## src/rtl/cordic_phase_sequencer.sv

```systemverilog
// Phase-accumulating angle generator feeding cordic_algorithm; emits Q3.28 angles over valid/ready.
// Build option CORDIC_QUAD_FOLD_EN: fold each angle into [-pi/2, pi/2] and flag the cos/sin negation.
module cordic_phase_sequencer #(
    parameter logic [31:0] TWO_PI        = 32'd1686629713,
    parameter logic [31:0] PI            = 32'd843314857,
    parameter logic [31:0] HALF_PI       = 32'd421657428,
    parameter logic [31:0] THREE_HALF_PI = 32'd1264972285,
    parameter int          CNT_W         = 16
) (
    input  logic                    clk,
    input  logic                    rst_n,
    input  logic                    start,
    input  logic        [31:0]      phase_init,
    input  logic        [31:0]      phase_step,
    input  logic        [CNT_W-1:0] num_samples,
    input  logic                    out_ready,
    output logic                    out_valid,
    output logic signed [31:0]      angle_out,
    output logic                    negate,
    output logic                    last,
    output logic                    busy,
    output logic                    cfg_err
);

`ifdef CORDIC_QUAD_FOLD_EN
    localparam bit FOLD_EN = 1'b1;
`else
    localparam bit FOLD_EN = 1'b0;
`endif

    typedef enum logic [1:0] {IDLE, LOAD, RUN} state_t;

    state_t                   state_q, state_d;
    logic        [31:0]       phase_q, phase_d;
    logic        [31:0]       step_q, step_d;
    logic        [CNT_W-1:0]  cnt_q, cnt_d;
    logic                     valid_q, valid_d;
    logic signed [31:0]       angle_q, angle_d;
    logic                     negate_q, negate_d;
    logic                     last_q, last_d;
    logic                     busy_q, busy_d;
    logic                     cfg_err_q, cfg_err_d;
    logic        [31:0]       nxt_phase;
    logic        [CNT_W-1:0]  cnt_dec;

    // Modulo-2pi accumulate; both operands are below TWO_PI so one subtraction suffices.
    function automatic logic [31:0] wrap(input logic [31:0] a, input logic [31:0] b);
        logic [32:0] sum;
        sum = {1'b0, a} + {1'b0, b};
        if (sum >= {1'b0, TWO_PI})
            sum = sum - {1'b0, TWO_PI};
        return sum[31:0];
    endfunction

    // Returns {negate, angle}.
    function automatic logic [32:0] fold(input logic [31:0] a);
        logic [32:0] r;
        if (!FOLD_EN || a <= HALF_PI)
            r = {1'b0, a};
        else if (a < THREE_HALF_PI)
            r = {1'b1, a - PI};
        else
            r = {1'b0, a - TWO_PI};
        return r;
    endfunction

    always_comb begin
        state_d   = state_q;
        phase_d   = phase_q;
        step_d    = step_q;
        cnt_d     = cnt_q;
        valid_d   = valid_q;
        angle_d   = angle_q;
        negate_d  = negate_q;
        last_d    = last_q;
        busy_d    = busy_q;
        cfg_err_d = 1'b0;
        nxt_phase = wrap(phase_q, step_q);
        cnt_dec   = cnt_q - CNT_W'(1);

        unique case (state_q)
            IDLE: begin
                if (start) begin
                    if (num_samples == '0 || phase_init >= TWO_PI || phase_step >= TWO_PI) begin
                        cfg_err_d = 1'b1;
                    end else begin
                        phase_d = phase_init;
                        step_d  = phase_step;
                        cnt_d   = num_samples;
                        busy_d  = 1'b1;
                        state_d = LOAD;
                    end
                end
            end
            LOAD: begin
                {negate_d, angle_d} = fold(phase_q);
                last_d  = (cnt_q == CNT_W'(1));
                valid_d = 1'b1;
                state_d = RUN;
            end
            RUN: begin
                if (valid_q && out_ready) begin
                    phase_d = nxt_phase;
                    cnt_d   = cnt_dec;
                    if (cnt_q == CNT_W'(1)) begin
                        valid_d = 1'b0;
                        last_d  = 1'b0;
                        busy_d  = 1'b0;
                        state_d = IDLE;
                    end else begin
                        // Next sample loads on the accepting edge to sustain one sample per cycle.
                        {negate_d, angle_d} = fold(nxt_phase);
                        last_d = (cnt_dec == CNT_W'(1));
                    end
                end
            end
            default: state_d = IDLE;
        endcase
    end

    always_ff @(posedge clk or negedge rst_n) begin
        if (!rst_n) begin
            state_q   <= IDLE;
            phase_q   <= '0;
            step_q    <= '0;
            cnt_q     <= '0;
            valid_q   <= 1'b0;
            angle_q   <= '0;
            negate_q  <= 1'b0;
            last_q    <= 1'b0;
            busy_q    <= 1'b0;
            cfg_err_q <= 1'b0;
        end else begin
            state_q   <= state_d;
            phase_q   <= phase_d;
            step_q    <= step_d;
            cnt_q     <= cnt_d;
            valid_q   <= valid_d;
            angle_q   <= angle_d;
            negate_q  <= negate_d;
            last_q    <= last_d;
            busy_q    <= busy_d;
            cfg_err_q <= cfg_err_d;
        end
    end

    assign out_valid = valid_q;
    assign angle_out = angle_q;
    assign negate    = negate_q;
    assign last      = last_q;
    assign busy      = busy_q;
    assign cfg_err   = cfg_err_q;

endmodule

```

## config.mk

```make
export PLATFORM = sky130hd
export DESIGN_NAME = cordic_phase_sequencer
export DESIGN_NICKNAME = d
export VERILOG_FILES = /design/src/rtl/cordic_phase_sequencer.sv
export SDC_FILE = /design/constraint.sdc
export NUM_CORES = 1
export LEC_CHECK = 0
export CAP_MARGIN = 15
export CORE_MARGIN = 2
export CORE_UTILIZATION = 30
export DETAILED_ROUTE_END_ITERATION = 10
export PLACE_DENSITY = 0.46
export SLEW_MARGIN = 5
export SYNTH_ARGS = -nofsm -noshare
export SYNTH_HDL_FRONTEND = slang
export SYNTH_SLANG_ARGS = --single-unit
```

## constraint.sdc

```tcl
create_clock -name clk -period 7.52 [get_ports clk]
set_input_delay 1.128 -clock clk [delete_from_list [all_inputs] [get_ports clk]]
set_output_delay 1.128 -clock clk [all_outputs]
set_load 0.02 [all_outputs]
```

==> metrics.md, run 1 <==
| Metric | Value |
|---|---|
| DP HPWL | `24.0 mm` |
| DRC | `0` |
| Antenna violations before repair | `1` |
| Flops & latches, synth | `118` |
| Row Count | `62` |
| Area of the die | `0.0301 mm^2` |
| Die height | `174 um` |
| Synth unique cells | `84` |
| Post-synthesis area per instance | `8.47 um^2` |
| Initial core utilization | `30.3%` |
| Post-CTS Resized | `0` |
| Data required time of the worst path | `7.85 ns` |
| Routed WL | `between 30 and 40 mm` |
| Via-to-Cell Ratio | `5.46` |
| Top cells by area, synth | `dfrtp_1 34%, a21oi_1 6.6%, ha_1 5.4%, nor2_1 4.4%, nand2_1 4.3%` |
| CTS tree | `done` |
| Setup Viol. Count Final | `0` |
| Wire length per cell | `20.8 um` |
| Port Buffers | `119` |
| Netlist Area Pre-Place | `0.00862 mm^2` |
| Post-synth EDFFs | `0` |
| Post-synth net total | `around 1100` |
| Cell breakdown of the critical path | `clkdlybuf4s50_1 > or4_1 > a211o_1 > a211oi_1 > o221ai_1 > or3_1 > or2_2 > nand2_1 > o21ai_0 > o21ai_0` |
| RSZ-0062 raised after global routing | `no` |
| CP peak stage delay | `0.84 ns` |
| Top cell type's share of synthesized area | `between 30 and 40%` |
| Yosys warning count | `0` |
| GRT Util Overall | `20.8%` |
| Number of routed nets with antenna violations | `0` |
| Skew final | `0.0173 ns` |
| Synth Instances | `between 1000 and 1500` |
| # clock sinks | `118` |
| I/O pin total | `121` |
| Final Cycle Share | `65.4%` |
| TritonRoute pass-1 iters | `5` |
| Worst hold path type | `reg2reg` |
| CP arrival | `roughly 5.3 ns` |
| Total number of vias | `8216` |
| TritonCTS buffer count | `17` |
| Placed instance count | `1473` |
| Most frequent cell after synthesis | `dfrtp_1` |
| Max FO, Critical Path | `30` |
| Post-CTS setup buffer count | `0` |
| Fin crit period | `between 4 and 5 ns` |
| Max Cap Violations | `0` |
| Largest net degree at the start of global routing | `77` |
| Core region area | `about 0.028 mm^2` |
| Max H-tree Level | `4` |
| Slew HR | `about 24%` |
| Gpl congestion | `0.901` |
| Overflow left after global routing | `0` |
| Clock tree buffer depth | `2` |
| Least-Margin Pin Slew | `approximately 1.1 ns` |
| Most used cell, CP | `o21ai_0` |
| Worst-path clk slew | `about 0.06 ns` |
| Global-route wire length before repair | `48.3 mm` |
| Clk root buf | `clkbuf_16` |
| Setup TNS | `0 ns` |
| Startpoint types | `primary input` |
| Outcome | `complete, no violations` |
| Synth area leader | `dfrtp_1` |
| Worst setup EP type | `register` |
| Fin util | `roughly 38%` |
| Max Clk Rate | `203 MHz` |
| Vias in the first global route | `7927` |
| List of most frequent post-synthesis cells | `118 x dfrtp_1, 114 x a21oi_1, 101 x nor2_1` |
| Diodes inserted | `0` |
| Post-synthesis sequential area ratio | `approximately a third` |
| Primary FF master, synth | `dfrtp_1` |
| Final Non-Filler Cells | `1504` |
| Slowest cell on crit path | `nand2_1` |
| Horiz. Die Dim | `174 um` |
| Pins Over Slew Limit | `0` |
| Fraction of layout cells with a size suffix above 1 | `10.4%` |
| Async set-reset flop share out of synthesis | `100%` |
| Nets | `between 1000 and 1500` |
| Synthesis-to-layout area growth | `24.3%` |
| CTS Hold Bufs | `0` |
| Final hold vios | `0` |
| DRT iter0 DRCs | `around 700` |
| Clock latency on the worst-skew pair | `0.43 ns` |
| Setup CP Type | `in2reg` |
## path summary, 6_finish.rpt
path,from,end,slack (ns),cells past startpoint
worst min register to register,angle_out[21],angle_out[21],0.50,2
worst max register to register,phase_q[0],phase_q[21],2.71,14
min in group asynchronous,rst_n,cnt_q[9],0.65,1
worst min-delay path,angle_out[21],angle_out[21],0.50,2
worst max-delay path,phase_step[22],phase_q[21],2.60,10
max in group asynchronous,rst_n,step_q[31],5.82,2
## logic make-up (layout without fill, tap and decap cells)
group	Yosys count	after routing	share of synthesized area, %
DFF	118	118	34.2
AOI/OAI and AO/OA	337	337	25.6
adders and majority gates	38	38	5.60
muxes	38	38	4.89
buffers and inverters	72	174	3.48
other	1	1	0.0435
and+or+nand+nor	370	370	21.7
xor gates and xnor gates	44	44	4.47
## state kept, by name (all words and copies together) (netlist names)
name       flops
last           1
busy           1
step_q        32
out_valid      1
angle_out     32
cfg_err        1
state_q        2
cnt_q         16
phase_q       32
## metal layers
| metal | track usage, % | share of wire (%) | up-vias |
|---|---|---|---|
| met1 | 30.8 | 51 | 3976 |
| met3 | 3.07 | 4.4 | 34 |
| met4 | 5.44 | 1.5 | 2 |
| met5 | 0 | 0.035 | - |
| li1 | - | - | 3977 |
| met2 | 31.5 | 44 | 227 |
## through the flow
stage / hold slack (ns) / area (um^2) / setup WS (ns)
after CTS: 0.497 / 10700 / 2.56
after detailed placement: 0.484 / 10100 / 2.15
after global routing: 0.520 / 10700 / 2.33
final: 0.498 / 10700 / 2.60
after global placement: 0.479 / 10100 / 2.11
after floorplan: 0.458 / 8620 / 3.56
## layout by cell type, fill, tap and decap left out, types with 7 or more instances in the layout
cell type / count
a211oi_1: 22
a21o_1: 10
a21oi_1: 114
a31oi_1: 7
and2_1: 11
and3_1: 13
buf_4: 13
clkbuf_16: 17
clkdlybuf4s50_1: 118
dfrtp_1: 118
ha_1: 37
inv_1: 12
mux2_2: 32
nand2_1: 98
nand2b_1: 9
nand3_1: 18
nand4_1: 16
nor2_1: 101
nor2b_1: 7
nor3_1: 23
nor4_1: 14
o211ai_1: 8
o21a_1: 9
o21ai_0: 66
o21ai_1: 9
o221ai_1: 13
o22ai_1: 18
or2_2: 9
or3_1: 12
xnor2_1: 26
xor2_1: 18
## critical path: cells and delay by family
family / cells / cell delay [ns]
buffers and inverters: 1 / 0.41
AND/OR/NAND/NOR: 4 / 2.11
AO/OA/AOI/OAI: 5 / 1.60
## layout make-up
class	instances	area, um^2
fillers	2952	17800
multi-input cells	828	5380
flip-flops and latches	118	2950
repair buffers	131	1280
well taps	384	480
clock buffers	18	439
clock inverters	13	146
inverters	12	45.0
Power of run 1 is not shown: default switching activity piles up to over one toggle a cycle in this logic, so the estimate is an artifact.
==> run 2: changes to the inputs <==
==> constraint.sdc (replaced) <==
create_clock -name clk -period 4.8 [get_ports clk]
set_input_delay 0.72 -clock clk [delete_from_list [all_inputs] [get_ports clk]]
set_output_delay 0.72 -clock clk [all_outputs]
set_load 0.02 [all_outputs]
==> metrics.md, run 2 (same netlist as run 1, synthesis figures left out) <==
| Metric | Value |
|---|---|
| Fin crit period | `around 4.4 ns` |
| Nets | `1245 (+1.2%)` |
| Via-to-Cell Ratio | `5.44 (-0.41%)` |
| Buffers and inverters on the worst path | `1 (unchanged)` |
| Final Cycle Share | `92.4%` |
| Max Clk Rate | `225 MHz` |
| Max H-tree Level | `4 (unchanged)` |
| Finished Cell Area | `0.0109 mm^2 (+1.4%)` |
| Global-route wire length before repair | `48.1 mm (-0.59%)` |
| Worst-path clk slew | `0.07 ns (about the same)` |
| Max Cap Violations | `0 (unchanged)` |
| TritonRoute pass-1 iters | `5 (unchanged)` |
| Horiz. Die Dim | `174 um (unchanged)` |
| CTS Hold Bufs | `0 (unchanged)` |
| Reg-to-reg startpoint | `phase_q[0]` |
| Number of routed nets with antenna violations | `0 (unchanged)` |
| I/O pin total | `121 (unchanged)` |
| Cell breakdown of the critical path | `ha_1 > fa_1 > a211oi_4 > o21ai_2 > a32oi_2 > a21boi_0 > nor4b_1 > nand4_2 > o2111ai_2 > o2111a_2 > o21ai_2 > buf_4 > or4_1 > xor2_1 > o22ai_1` |
| Startpoint types | `register` |
| Area of the die | `0.0301 mm^2 (unchanged)` |
| Worst setup EP type | `register` |
| Max FO, Critical Path | `6 (-80%)` |
| Setup Viol. Count Final | `0 (unchanged)` |
| Routed WL | `30.8 mm (-1.9%)` |
| Slew HR | `42.1% (+18 points)` |
| CP peak stage delay | `0.48 ns (-0.36 ns)` |
| Port Buffers | `119 (unchanged)` |
| Diodes inserted | `0 (unchanged)` |
| Least-Margin Pin Slew | `0.861 ns (-0.275 ns)` |
| Most used cell, CP | `o21ai_2` |
| Largest net degree at the start of global routing | `76 (-1.3%)` |
| Data required time of the worst path | `5.09 ns (-2.76 ns)` |
| Clock latency on the worst-skew pair | `0.43 ns (about the same)` |
| Synthesis-to-layout area growth | `26.1%` |
| Clock tree buffer depth | `2 (unchanged)` |
| RSZ-0062 raised after global routing | `no` |
| RR Endpoint | `phase_q[22]` |
| CP arrival | `4.72 ns (-0.53 ns)` |
| R2R setup slack | `0.36 ns (-2.35 ns)` |
| Row Count | `62 (unchanged)` |
| Setup CP Type | `reg2reg` |
| Fillers | `2911 (-1.4%)` |
| Pins Over Slew Limit | `0 (unchanged)` |
| Vias in the first global route | `8003 (+0.96%)` |
| Initial core utilization | `30.3% (unchanged)` |
| Final hold vios | `0 (unchanged)` |
| # clock sinks | `118 (unchanged)` |
| Post-DP Area | `0.0103 mm^2 (+1.2%)` |
| CTS tree | `done` |
| GRT Util Overall | `20.6% (-0.14 points)` |
| Commonest non-fill, non-tap cells in the layout | `118 x dfrtp_1, 118 x clkdlybuf4s50_1, 114 x a21oi_1, 101 x nor2_1, 98 x nand2_1` |
| Crit-path leading delay family | `compound AO/OA/AOI/OAI gates` |
| Clk root buf | `clkbuf_16` |
| Total number of vias | `8269 (+0.65%)` |
| Outcome | `complete, no violations` |
| DRC | `0 (unchanged)` |
| R2R depth | `15 (+1)` |
| Post-CTS setup buffer count | `0 (unchanged)` |
| Skew final | `0.0149 ns (-0.00240 ns)` |
| TritonCTS buffer count | `17 (unchanged)` |
| Slowest cell on crit path | `or4_1` |
| Overflow left after global routing | `0 (unchanged)` |
| Core region area | `0.0285 mm^2 (unchanged)` |
| Setup TNS | `0 ns (unchanged)` |
| Worst hold path type | `in2async` |
| Gpl congestion | `0.897 (-0.42%)` |
| Die height | `174 um (unchanged)` |
| DP HPWL | `23.4 mm (-2.4%)` |
| Antenna violations before repair | `0 (-1)` |
| DRT iter0 DRCs | `705 (+1.1%)` |
| Fraction of layout cells with a size suffix above 1 | `11.9% (+1.4 points)` |
| Wire length per cell | `20.2 um (-2.9%)` |
[run 2: changes by cell type in the layout (fill, tap and decap cells not counted), sizes merged]
cell      previous run  this run
buf                 13        28
clkbuf              18        17
clkinv               5         4
clkinvlp             2         3
inv                 16        18
[run 2: final cells by class]
type	count	area (um^2)	share of cell area [%]
multi-input cells	828	5400	49.6
flip-flops and latches	118	2950	27.2
repair buffers	146	1400	12.9
well taps	384	480	4.42
clock buffers	17	425	3.91
clock inverters	15	169	1.55
inverters	12	45.0	0.414
[run 2: repair_timing]
| action | 4_1_cts | 5_1_grt |
|---|---|---|
| endpoints found under the hold margin | 0 | 0 |
| gates resized for setup | 0 | 4 |
| setup endpoints to repair | 0 | 6 |
[run 2: per-layer routing]
layer | vias to the layer above | track usage [%] | share of wire (%)
met4 | 0 | 3.88 | 0.87
li1 | 4010 | - | -
met2 | 214 | 32.3 | 45
met3 | 11 | 3.71 | 5.2
met1 | 4034 | 29.9 | 49
met5 | - | 0 | 0
[run 2: worst max-delay path by stage]
stage / startpoint / to / slack, ns / depth (start not counted)
6_report: phase_q[0] / phase_q[22] / 0.36 / 15
5_1_grt: phase_q[0] / phase_q[22] / 0.06 / 15
4_1_cts: phase_q[0] / phase_q[22] / 0.20 / 15
3_5_place_dp: phase_q[0] / phase_q[22] / 0.22 / 15
3_3_place_gp: phase_q[0] / angle_out[22] / 0.35 / 15
2_1_floorplan: phase_q[0] / angle_out[22] / 0.84 / 14
[run 2: metrics by stage]
step / setup slack [ns] / instances / hold slack, ns / utilization (%)
5_1_grt: 0.0569 / 1520 / 0.445 / 38.2
3_5_place_dp: 0.224 / 1488 / 0.473 / 36.0
2_1_floorplan: 0.838 / 1018 / 0.424 / -
6_report: 0.364 / 1520 / 0.374 / 38.2
3_3_place_gp: 0.346 / 1488 / 0.477 / 36.0
4_1_cts: 0.201 / 1520 / 0.420 / 38.1
[run 2: worst register-to-register path, cell delays in order (launching register included)]
cell	delay (ns)
dfrtp_1	0.40
ha_1	0.24
fa_1	0.45
a211oi_4	0.33
o21ai_2	0.17
a32oi_2	0.31
a21boi_0	0.18
nor4b_1	0.40
nand4_2	0.22
o2111ai_2	0.22
o2111a_2	0.26
o21ai_2	0.10
buf_4	0.18
or4_1	0.48
xor2_1	0.25
o22ai_1	0.11
Power of run 2 is left out for the same reason.
==> run 3: changes to the inputs <==
--- a/config.mk
+++ b/config.mk
@@ -9,7 +9,7 @@
 export CORE_MARGIN = 2
 export CORE_UTILIZATION = 30
 export DETAILED_ROUTE_END_ITERATION = 10
-export PLACE_DENSITY = 0.46
+export PLACE_DENSITY_LB_ADDON = 0.12
 export SLEW_MARGIN = 5
 export SYNTH_ARGS = -nofsm -noshare
 export SYNTH_HDL_FRONTEND = slang
==> metrics.md, run 3 (same netlist as run 1, synthesis figures left out) <==
| Metric | Value |
|---|---|
| Outcome | `complete, no violations` |
| Core region area | `0.0285 mm^2 (unchanged)` |
| Pins Over Slew Limit | `0 (unchanged)` |
| Levels on crit path | `16 (+1)` |
| Nets | `1243 (-0.16%)` |
| Post-DP Area | `0.0103 mm^2 (about the same)` |
| Vias in the first global route | `7874 (-1.6%)` |
| CP arrival | `4.79 ns (+0.07 ns)` |
| Setup CP Type | `reg2reg` |
| Register Area | `0.00295 mm^2 (unchanged)` |
| Multi-input logic area | `0.00539 mm^2 (-0.16%)` |
| Row Count | `62 (unchanged)` |
| Setup crit start | `phase_q[0]` |
| Max FO, Critical Path | `19 (+13)` |
| Port Buffers | `119 (unchanged)` |
| RSZ-0062 raised after global routing | `no` |
| Synthesis-to-layout area growth | `26.3%` |
| Placed instance count | `1486 (-0.13%)` |
| Skew final | `0.0119 ns (-0.00307 ns)` |
| Setup TNS | `0 ns (unchanged)` |
| DP HPWL | `23.4 mm (-0.34%)` |
| Startpoint types | `register` |
| Area of the die | `0.0301 mm^2 (unchanged)` |
| Slew HR | `41.7% (-0.44 points)` |
| Die height | `174 um (unchanged)` |
| RR Endpoint | `angle_out[18]` |
| TritonCTS buffer count | `17 (unchanged)` |
| Worst setup EP type | `register` |
| Crit path to | `angle_out[18]` |
| DRT iter0 DRCs | `682 (-3.3%)` |
| Diodes inserted | `0 (unchanged)` |
| Buffers and inverters on the worst path | `2 (+1)` |
| GRT Util Overall | `20.5% (-0.14 points)` |
| Worst hold path type | `in2async` |
| DRC | `0 (unchanged)` |
| TritonRoute pass-1 iters | `5 (unchanged)` |
| Horiz. Die Dim | `174 um (unchanged)` |
| Number of routed nets with antenna violations | `0 (unchanged)` |
| Data required time of the worst path | `5.10 ns (about the same)` |
| Fillers | `2912 (+0.034%)` |
| Final hold vios | `0 (unchanged)` |
| Via-to-Cell Ratio | `5.46 (+0.39%)` |
| Reg-to-reg startpoint | `phase_q[0]` |
| R2R setup slack | `0.31 ns (-0.06 ns)` |
| Slowest cell on crit path | `a311o_2` |
| I/O pin total | `121 (unchanged)` |
| Fin crit period | `4.49 ns (+0.0573 ns)` |
| CTS tree | `done` |
| Post-CTS setup buffer count | `0 (unchanged)` |
| Initial core utilization | `30.3% (unchanged)` |
| R2R depth | `16 (+1)` |
| # clock sinks | `118 (unchanged)` |
| Max H-tree Level | `4 (unchanged)` |
| Worst-path clk slew | `0.06 ns (about the same)` |
| Final Cycle Share | `93.6% (+1.2 points)` |
| Least-Margin Pin Slew | `0.867 ns (+0.00526 ns)` |
| Overflow left after global routing | `0 (unchanged)` |
| Max Clk Rate | `223 MHz (-1.3%)` |
| Gpl congestion | `0.907 (+1.1%)` |
| Total number of vias | `8290 (+0.25%)` |
| Wire length per cell | `20.2 um (-0.16%)` |
| Clock latency on the worst-skew pair | `0.44 ns (about the same)` |
| Finished Cell Area | `0.0109 mm^2 (+0.18%)` |
| Fin util | `38.3% (+0.070 points)` |
| Final Non-Filler Cells | `1518 (-0.13%)` |
| CTS Hold Bufs | `0 (unchanged)` |
| Cell breakdown of the critical path | `ha_1 > fa_1 > a211oi_2 > o21ai_2 > a21oi_1 > mux2_2 > a311oi_1 > buf_4 > or2_2 > nor3_1 > a311o_2 > o21a_1 > buf_12 > nand4b_1 > xor2_1 > a211oi_1` |
| Clock tree buffer depth | `2 (unchanged)` |
| Fraction of layout cells with a size suffix above 1 | `11.7% (-0.16 points)` |
| Global-route wire length before repair | `47.8 mm (-0.47%)` |
| Routed WL | `30.7 mm (-0.29%)` |
| Crit-path leading delay family | `compound AO/OA/AOI/OAI gates` |
| Clk root buf | `clkbuf_16` |
| Max Cap Violations | `0 (unchanged)` |
| Antenna violations before repair | `0 (unchanged)` |
| CP peak stage delay | `0.43 ns (-0.05 ns)` |
| Setup Viol. Count Final | `0 (unchanged)` |
| Largest net degree at the start of global routing | `76 (unchanged)` |
| Commonest non-fill, non-tap cells in the layout | `118 x dfrtp_1, 118 x clkdlybuf4s50_1, 114 x a21oi_1, 101 x nor2_1, 98 x nand2_1` |
run 3: timing repair:
action                     CTS  global route
resized for setup            0             2
hold endpoints to repair     0             0
setup endpoints to repair    0             5
run 3: layout make-up:
cell class,count,share of cell area (%)
flip-flops and latches,118,27.1
clock inverters,14,1.60
inverters,12,0.413
multi-input cells,828,49.5
repair buffers,144,13.0
clock buffers,18,4.03
well taps,384,4.41
run 3: worst min path at each step:
stage                              from            end  slack (ns)  depth (start not counted)
final                             rst_n       cnt_q[9]        0.36                          1
after global routing              rst_n       cnt_q[9]        0.42                          1
after CTS                         rst_n       cnt_q[9]        0.42                          1
after detailed placement  angle_out[25]  angle_out[25]        0.49                          2
after global placement    angle_out[21]  angle_out[21]        0.47                          2
after floorplan                   rst_n   angle_out[0]        0.42                          0
run 3: worst register-to-register path: cells and delay by family (launching register included):
kind            cells  cell delay (ns)
compound gates      7             1.94
fa+ha+maj           2             0.66
flops               1             0.39
mux                 1             0.37
buf+inv             2             0.36
xor+xnor            1             0.32
simple gates        3             0.31
run 3: through the flow:
step	setup WS [ns]	hold WS, ns
2_1_floorplan	0.838	0.424
3_3_place_gp	0.338	0.470
3_5_place_dp	0.278	0.488
4_1_cts	0.267	0.415
5_1_grt	0.0523	0.424
6_report	0.307	0.358
run 3: per-layer routing:
metal,up-vias,routed length [um],GRT usage (%)
li1,3995,-,-
met1,3985,15000,29.8
met2,279,13200,30.7
met3,31,1970,4.85
met4,0,434,4.91
met5,-,0,0
Power of run 3 is left out for the same reason.
